## src/rtl/tick_debounce.sv

```systemverilog
// Multi-channel switch debouncer driven by a divided tick, with per-channel
// press/release pulses and a single-entry event queue with lowest-index priority.
module tick_debounce #(
  parameter int WIDTH        = 4,
  parameter int STABLE_TICKS = 20,
  localparam int CW  = $clog2(STABLE_TICKS + 1),
  localparam int CHW = (WIDTH > 1) ? $clog2(WIDTH) : 1
) (
  input  logic             CLK,
  input  logic             RST_N,
  input  logic             TICK_CLK,
  input  logic [WIDTH-1:0] BTN_IN,
  output logic [WIDTH-1:0] BTN_OUT,
  output logic [WIDTH-1:0] PRESS,
  output logic [WIDTH-1:0] RELEASE,
  output logic             EVT_VALID,
  input  logic             EVT_READY,
  output logic [CHW-1:0]   EVT_CH,
  output logic             EVT_PRESS,
  output logic             OVERFLOW
);

  logic             tick_q;
  logic [WIDTH-1:0] sync1, sync2;
  logic [CW-1:0]    cnt [WIDTH];
  logic [WIDTH-1:0] btn_out_q, press_q, release_q;
  logic [WIDTH-1:0] pending, pend_type;
  logic             evt_valid_q, evt_press_q, overflow_q;
  logic [CHW-1:0]   evt_ch_q;

  logic             tick;
  logic [WIDTH-1:0] mismatch, accept;
  logic             load, found;
  logic [CHW-1:0]   sel_ch;
  logic [WIDTH-1:0] sel_onehot, load_sel;

  always_comb begin
    tick       = TICK_CLK & ~tick_q;
    mismatch   = sync2 ^ btn_out_q;
    accept     = '0;
    load       = ~evt_valid_q | EVT_READY;
    found      = 1'b0;
    sel_ch     = '0;
    sel_onehot = '0;
    for (int i = 0; i < WIDTH; i++) begin
      accept[i] = tick & mismatch[i] & (cnt[i] == CW'(STABLE_TICKS - 1));
      // Lowest-index pending channel wins the event register.
      if (pending[i] && !found) begin
        found         = 1'b1;
        sel_ch        = CHW'(i);
        sel_onehot[i] = 1'b1;
      end
    end
    load_sel = sel_onehot & {WIDTH{load}};
  end

  always_ff @(posedge CLK or negedge RST_N) begin
    if (!RST_N) begin
      tick_q      <= 1'b0;
      sync1       <= '0;
      sync2       <= '0;
      for (int i = 0; i < WIDTH; i++) cnt[i] <= '0;
      btn_out_q   <= '0;
      press_q     <= '0;
      release_q   <= '0;
      pending     <= '0;
      pend_type   <= '0;
      evt_valid_q <= 1'b0;
      evt_ch_q    <= '0;
      evt_press_q <= 1'b0;
      overflow_q  <= 1'b0;
    end else begin
      tick_q <= TICK_CLK;
      sync1  <= BTN_IN;
      sync2  <= sync1;
      for (int i = 0; i < WIDTH; i++) begin
        if (!mismatch[i] || accept[i]) cnt[i] <= '0;
        else if (tick)                 cnt[i] <= cnt[i] + 1'b1;
      end
      btn_out_q <= btn_out_q ^ accept;
      press_q   <= accept & ~btn_out_q;
      release_q <= accept & btn_out_q;

      // A channel being loaded this cycle can take a fresh change without loss.
      pending    <= (pending & ~load_sel) | accept;
      pend_type  <= (pend_type & ~accept) | (accept & ~btn_out_q);
      overflow_q <= overflow_q | (|(accept & pending & ~load_sel));

      if (load) begin
        if (found) begin
          evt_valid_q <= 1'b1;
          evt_ch_q    <= sel_ch;
          evt_press_q <= |(pend_type & sel_onehot);
        end else begin
          evt_valid_q <= 1'b0;
        end
      end
    end
  end

  assign BTN_OUT   = btn_out_q;
  assign PRESS     = press_q;
  assign RELEASE   = release_q;
  assign EVT_VALID = evt_valid_q;
  assign EVT_CH    = evt_ch_q;
  assign EVT_PRESS = evt_press_q;
  assign OVERFLOW  = overflow_q;

endmodule

```

## config.mk

```make
export PLATFORM = sky130hd
export DESIGN_NAME = tick_debounce
export DESIGN_NICKNAME = d
export VERILOG_FILES = /design/src/rtl/tick_debounce.sv
export SDC_FILE = /design/constraint.sdc
export NUM_CORES = 1
export LEC_CHECK = 0
export CELL_PAD_IN_SITES_DETAIL_PLACEMENT = 0
export CELL_PAD_IN_SITES_GLOBAL_PLACEMENT = 1
export CORE_MARGIN = 2
export CORE_UTILIZATION = 33
export CTS_BUF_LIST = sky130_fd_sc_hd__clkbuf_16
export CTS_CLUSTER_DIAMETER = 30
export DETAILED_ROUTE_END_ITERATION = 10
export MAX_ROUTING_LAYER = met4
export PLACE_DENSITY_LB_ADDON = 0.1
export SYNTH_ARGS = -nofsm -noshare
export SYNTH_HDL_FRONTEND = slang
export SYNTH_SLANG_ARGS = --single-unit
```

## constraint.sdc

```tcl
create_clock -name CLK -period 1.8 [get_ports CLK]
set_input_delay 0.27 -clock CLK [delete_from_list [all_inputs] [get_ports CLK]]
set_output_delay 0.27 -clock CLK [all_outputs]
set_load 0.02 [all_outputs]
```

Yosys cells after proc, flatten, opt, wreduce, memory -nomap -nowiden
Index checks and enable logic that the tools add are counted.

$add $sub $neg: 4. Equality and inequality tests: 4. Reductions and logical operators: 21. Mux-type cells: 19. Bitwise operators: 28.

Operators with widths (count): $mux 5 (8); $and 4x4->4 (8); $add 5x1->5 const B (4); $eq 5x5->1 const B (4); $not 4->4 (3); $and 1x1->1 (9); $mux 1 (9); $or 4x4->4 (2); $reduce_bool 2->1 (4); $reduce_or 4->1 (2); $xor 4x4->4 (2); $logic_not 1->1 (7); $logic_or 1x1->1 (4); $mux 2 (2); $logic_and 1x1->1 (3); $not 1->1 (2); $or 1x1->1 (2); $reduce_and 2->1 (1).

Word-level logic and storage cells: 92. Output and inout port bits: 17. Input bits: 8. Register bits after elaboration: 54.

Depth between registers and ports, before layout
Word-level depth: 15. Depth in mapped cells: 6. Mapped depth without buffers: 6.

Least setup slack after synthesis
OpenSTA, ideal clock, no wires.

Path type: reg-to-reg. Start: register cnt[15] in the netlist's numbering. End: register btn_out_q[0] (netlist: BTN_OUT[0]). Library setup time: 0.063 ns. Path slack: 0.203 ns. Clock period less this slack: 1.597 ns. Arrival: 1.534 ns. Required time: 1.737 ns. Stages on the path, launching flop included: 7. Path buffers: 0. Cells stage by stage: dfrtp_1 -> ha_1 -> nand3b_4 -> or4_4 -> inv_1 -> ha_1 -> inv_1.

Longest elaborated chain between the ends: 3.

RTL lines: start: declaration (RTL line 25) `logic [CW-1:0] cnt [WIDTH];`; start signal: indexed assignment (RTL line 78) `else if (tick) cnt[i] <= cnt[i] + 1'b1;`; $eq 5x5->1 (RTL line 46) `accept[i] = tick & mismatch[i] & (cnt[i] == CW'(STABLE_TICKS - 1));`; $and 1x1->1 (RTL line 46); $xor 4x4->4 (RTL line 80) `btn_out_q <= btn_out_q ^ accept;`; end signal: assignment (RTL line 80); end: declaration (RTL line 26) `logic [WIDTH-1:0] btn_out_q, press_q, release_q;`.

Every way passes these cells. A chain may end at the register's enable or synchronous reset.

Worst setup path after layout
Start: register btn_out_q[0] (netlist: BTN_OUT[0]). End: output BTN_OUT[0].

RTL lines: end: declaration (RTL line 13) `output logic [WIDTH-1:0] BTN_OUT,`.

No word-level cell between the ends.

==> flow_metrics.env <==
export IMPL_run_status="complete, no violations"
export IMPL_synth_top_family_by_area="simple AND/OR/NAND/NOR gates"
export IMPL_ir_worst_vdd_mv=0.439
export IMPL_hold_path_class="reg -> reg"
export IMPL_synth_adder_area_share_pct=6.37
export IMPL_routabilityCongestion=0.680
export IMPL_synth_top_area_share_pct=57.3
export IMPL_async_reset_ff_share_pct=100
export IMPL_report_final_slew_viol_count=0
export IMPL_timing_rr_start="cnt[15]"
export IMPL_finalHoldViolCount=0
export IMPL_drt_pass1_iterations=4
export IMPL_drtAntennaViolNets=0
export IMPL_hold_worst_slack_ns=0.350
export IMPL_fin_cells=340
export IMPL_synth_edf_count=0
export IMPL_max_slew_margin_pct=72.5
export IMPL_grt_max_degree=55
export IMPL_synth_compound_area_share_pct=7.27
export IMPL_die_width_microns=88.5
export IMPL_power_density_mw_per_mm2=861
export IMPL_leakage_nw=1.42
export IMPL_rsz0062_at_grt="false"
export IMPL_cts_buffer_depth=2
export IMPL_cp_required_ns=1.53
export IMPL_grt_pass1_wl_mm=7.99
export IMPL_synth_seq_cells=54
export IMPL_period_minus_slack_ns=1.64
export IMPL_ys_flop_type="dfrtp_1"
export IMPL_synthCells=200
export IMPL_end_kind="primary output"
export IMPL_arrival_ns=1.37
export IMPL_dieArea_sq_mm=0.00784
export IMPL_r2r_cells=6
export IMPL_clock_sinks=54
export IMPL_r2r_end="BTN_OUT[0]"
export IMPL_finalCritPeriodShare_pct=91.2
export IMPL_fin_nets=263
export IMPL_setup_violations=0
export IMPL_yosys_top_cells_count="54 x dfrtp_1, 23 x nor2_1, 12 x ha_1, 12 x inv_1, 10 x o21ai_0"
export IMPL_avgSynthCellArea_sq_um=11.8
export IMPL_grtUsageTotal_pct=13.5
export IMPL_vias=1563
export IMPL_drt_iter0_drc=92
export IMPL_worst_path_buf_inv=1
export IMPL_dp_cells=331
export IMPL_start_util_pct=34.3
export IMPL_fp_dieH_microns=88.5
export IMPL_syn_num_nets=220
export IMPL_synth_simple_area_share_pct=17.4
export IMPL_path_delay_family="buffers and inverters"
export IMPL_fmax_ghz=0.609
export IMPL_core_area_sq_mm=0.00687
export IMPL_yosys_area_top_type="dfrtp_1"
export IMPL_muxShareOfSynthArea_pct=3.13
export IMPL_ys_types=40
export IMPL_rows=30
export IMPL_path_depth=1
export IMPL_insertion_delay_ns=0.29
export IMPL_antenna_found_initial=0
export IMPL_diodes=0
export IMPL_critPathKind="reg -> out"
export IMPL_fill_cells=657
export IMPL_numCtsBuffers=5
export IMPL_endpoint="BTN_OUT[0]"
export IMPL_ctsHtreeMaxLevel=2
export IMPL_wirelength_mm=4.44
export IMPL_io_buffers=24
export IMPL_synth_yosys_warnings=0
export IMPL_first_global_vias=1700
export IMPL_syn_cell_area_sq_mm=0.00236
export IMPL_drc=0
export IMPL_ys_seq_area_share_pct=57.3
export IMPL_clk_pin_slew_worst_paths_ns=0.07
export IMPL_fin_total_pwr_mw=2.60
export IMPL_routedWlPerCell_microns=13.1
export IMPL_finish_utilization_pct=43.9
export IMPL_cts_resized=0
export IMPL_dp_hpwl_mm=3.16
export IMPL_area_delta_synth_final_pct=27.8
export IMPL_io_pins=25
export IMPL_cts_tree="yes"
export IMPL_cts_root_buf="clkbuf_16"
export IMPL_startpoint_type="register"
export IMPL_cpPeakStageDelay_ns=0.65
export IMPL_cpMaxStageDelayCell="clkdlybuf4s50_1"
export IMPL_worstSetupStartpoint="BTN_OUT[0]"
export IMPL_r2r_slack_ns=0.17
export IMPL_viasPerCell=4.60
export IMPL_skew_ns=0.00357
export IMPL_crit_fanout=5
export IMPL_synth_most_common_cell="dfrtp_1"
export IMPL_synth_xor_area_share_pct=5.94
export IMPL_maxCapViolations=0
export IMPL_gr_total_overflow=0
export IMPL_worstPathCellList="clkdlybuf4s50_1"
export IMPL_tightest_slew_ns=0.410
export IMPL_tns_ns=0
export IMPL_drive_above_1_share_pct=12.7
export IMPL_yosys_top_cells_area="dfrtp_1 57%, ha_1 6.4%, nor2_1 3.7%, xor2_1 3.3%, xnor2_1 2.6%"
[cells in the final DEF (no fill, tap or decap), drive strengths merged, types with 2 or more instances in the layout]
| cell type | instances |
|---|---|
| a21oi | 7 |
| buf | 15 |
| bufinv | 2 |
| clkbuf | 5 |
| clkdlybuf4s50 | 23 |
| dfrtp | 54 |
| ha | 12 |
| inv | 12 |
| mux2 | 3 |
| mux2i | 4 |
| nand2 | 7 |
| nand2b | 6 |
| nand3b | 5 |
| nand4 | 4 |
| nor2 | 23 |
| nor2b | 9 |
| nor3 | 2 |
| nor3b | 2 |
| o21ai | 10 |
| o22a | 2 |
| or2 | 2 |
| xnor2 | 7 |
| xor2 | 9 |
[final cells by class]
| class | instances | area [sq um] | share of cell area [%] |
|---|---|---|---|
| multi-input combinational | 131 | 946 | 31.4 |
| timing repair buffer | 39 | 363 | 12.0 |
| clock inverter | 3 | 63.8 | 2.12 |
| clock buffer | 5 | 125 | 4.15 |
| inverter | 12 | 45.0 | 1.49 |
| tap | 96 | 120 | 3.99 |
| sequential | 54 | 1350 | 44.8 |
[worst min path at each step]
stage	from	endpoint	slack (ns)	cells past startpoint
global placement	RST_N	sync1[2]	0.29	2
global route	sync1[1]	sync2[1]	0.35	0
floorplan	RST_N	BTN_OUT[0]	-0.03	0
detailed placement	RST_N	sync1[2]	0.30	2
finish	sync1[1]	sync2[1]	0.35	0
CTS	sync1[1]	sync2[1]	0.35	0
[state kept, by name, indices dropped and copies added (netlist names), named ones only]
register	cells
cnt	20
EVT_PRESS	1
EVT_VALID	1
BTN_OUT	4
sync2	4
EVT_CH	2
RELEASE	4
tick_q	1
pending	4
OVERFLOW	1
PRESS	4
sync1	4
[layer usage]
layer	GRT usage, %	wire length, microns
met2	20.9	2110
met1	18.1	2170
met4	3.31	41
met3	2.80	120
met5	-	0
[cells by family after synthesis]
kind of cell | after synthesis
buffers and inverters | 15
xor gates and xnor gates | 16
and+or+nand+nor | 68
DFF | 54
AOI/OAI and AO/OA | 28
muxes | 7
adders and majority gates | 12
[power breakdown]
group	internal, mW	leakage [nW]	switching, mW
sequential	1.24	0.702	0.0188
clock	0.792	0.0915	0.429
combinational	0.0553	0.624	0.0643
total	2.08	1.42	0.512
[metrics by stage]
step / cell area (sq um) / worst slack [ns]
after floorplan: 2360 / 0.203
after global placement: 2820 / -0.113
after detailed placement: 2820 / -0.126
after CTS: 3010 / 0.145
after global routing: 3010 / 0.0319
final: 3010 / 0.159
[what timing repair did]
action / CTS / global route
hold buffers: 1 / 0
setup buffers: 0 / 0
endpoints found under the hold margin: 54 / 0
Power figures use the tool's default switching activity.
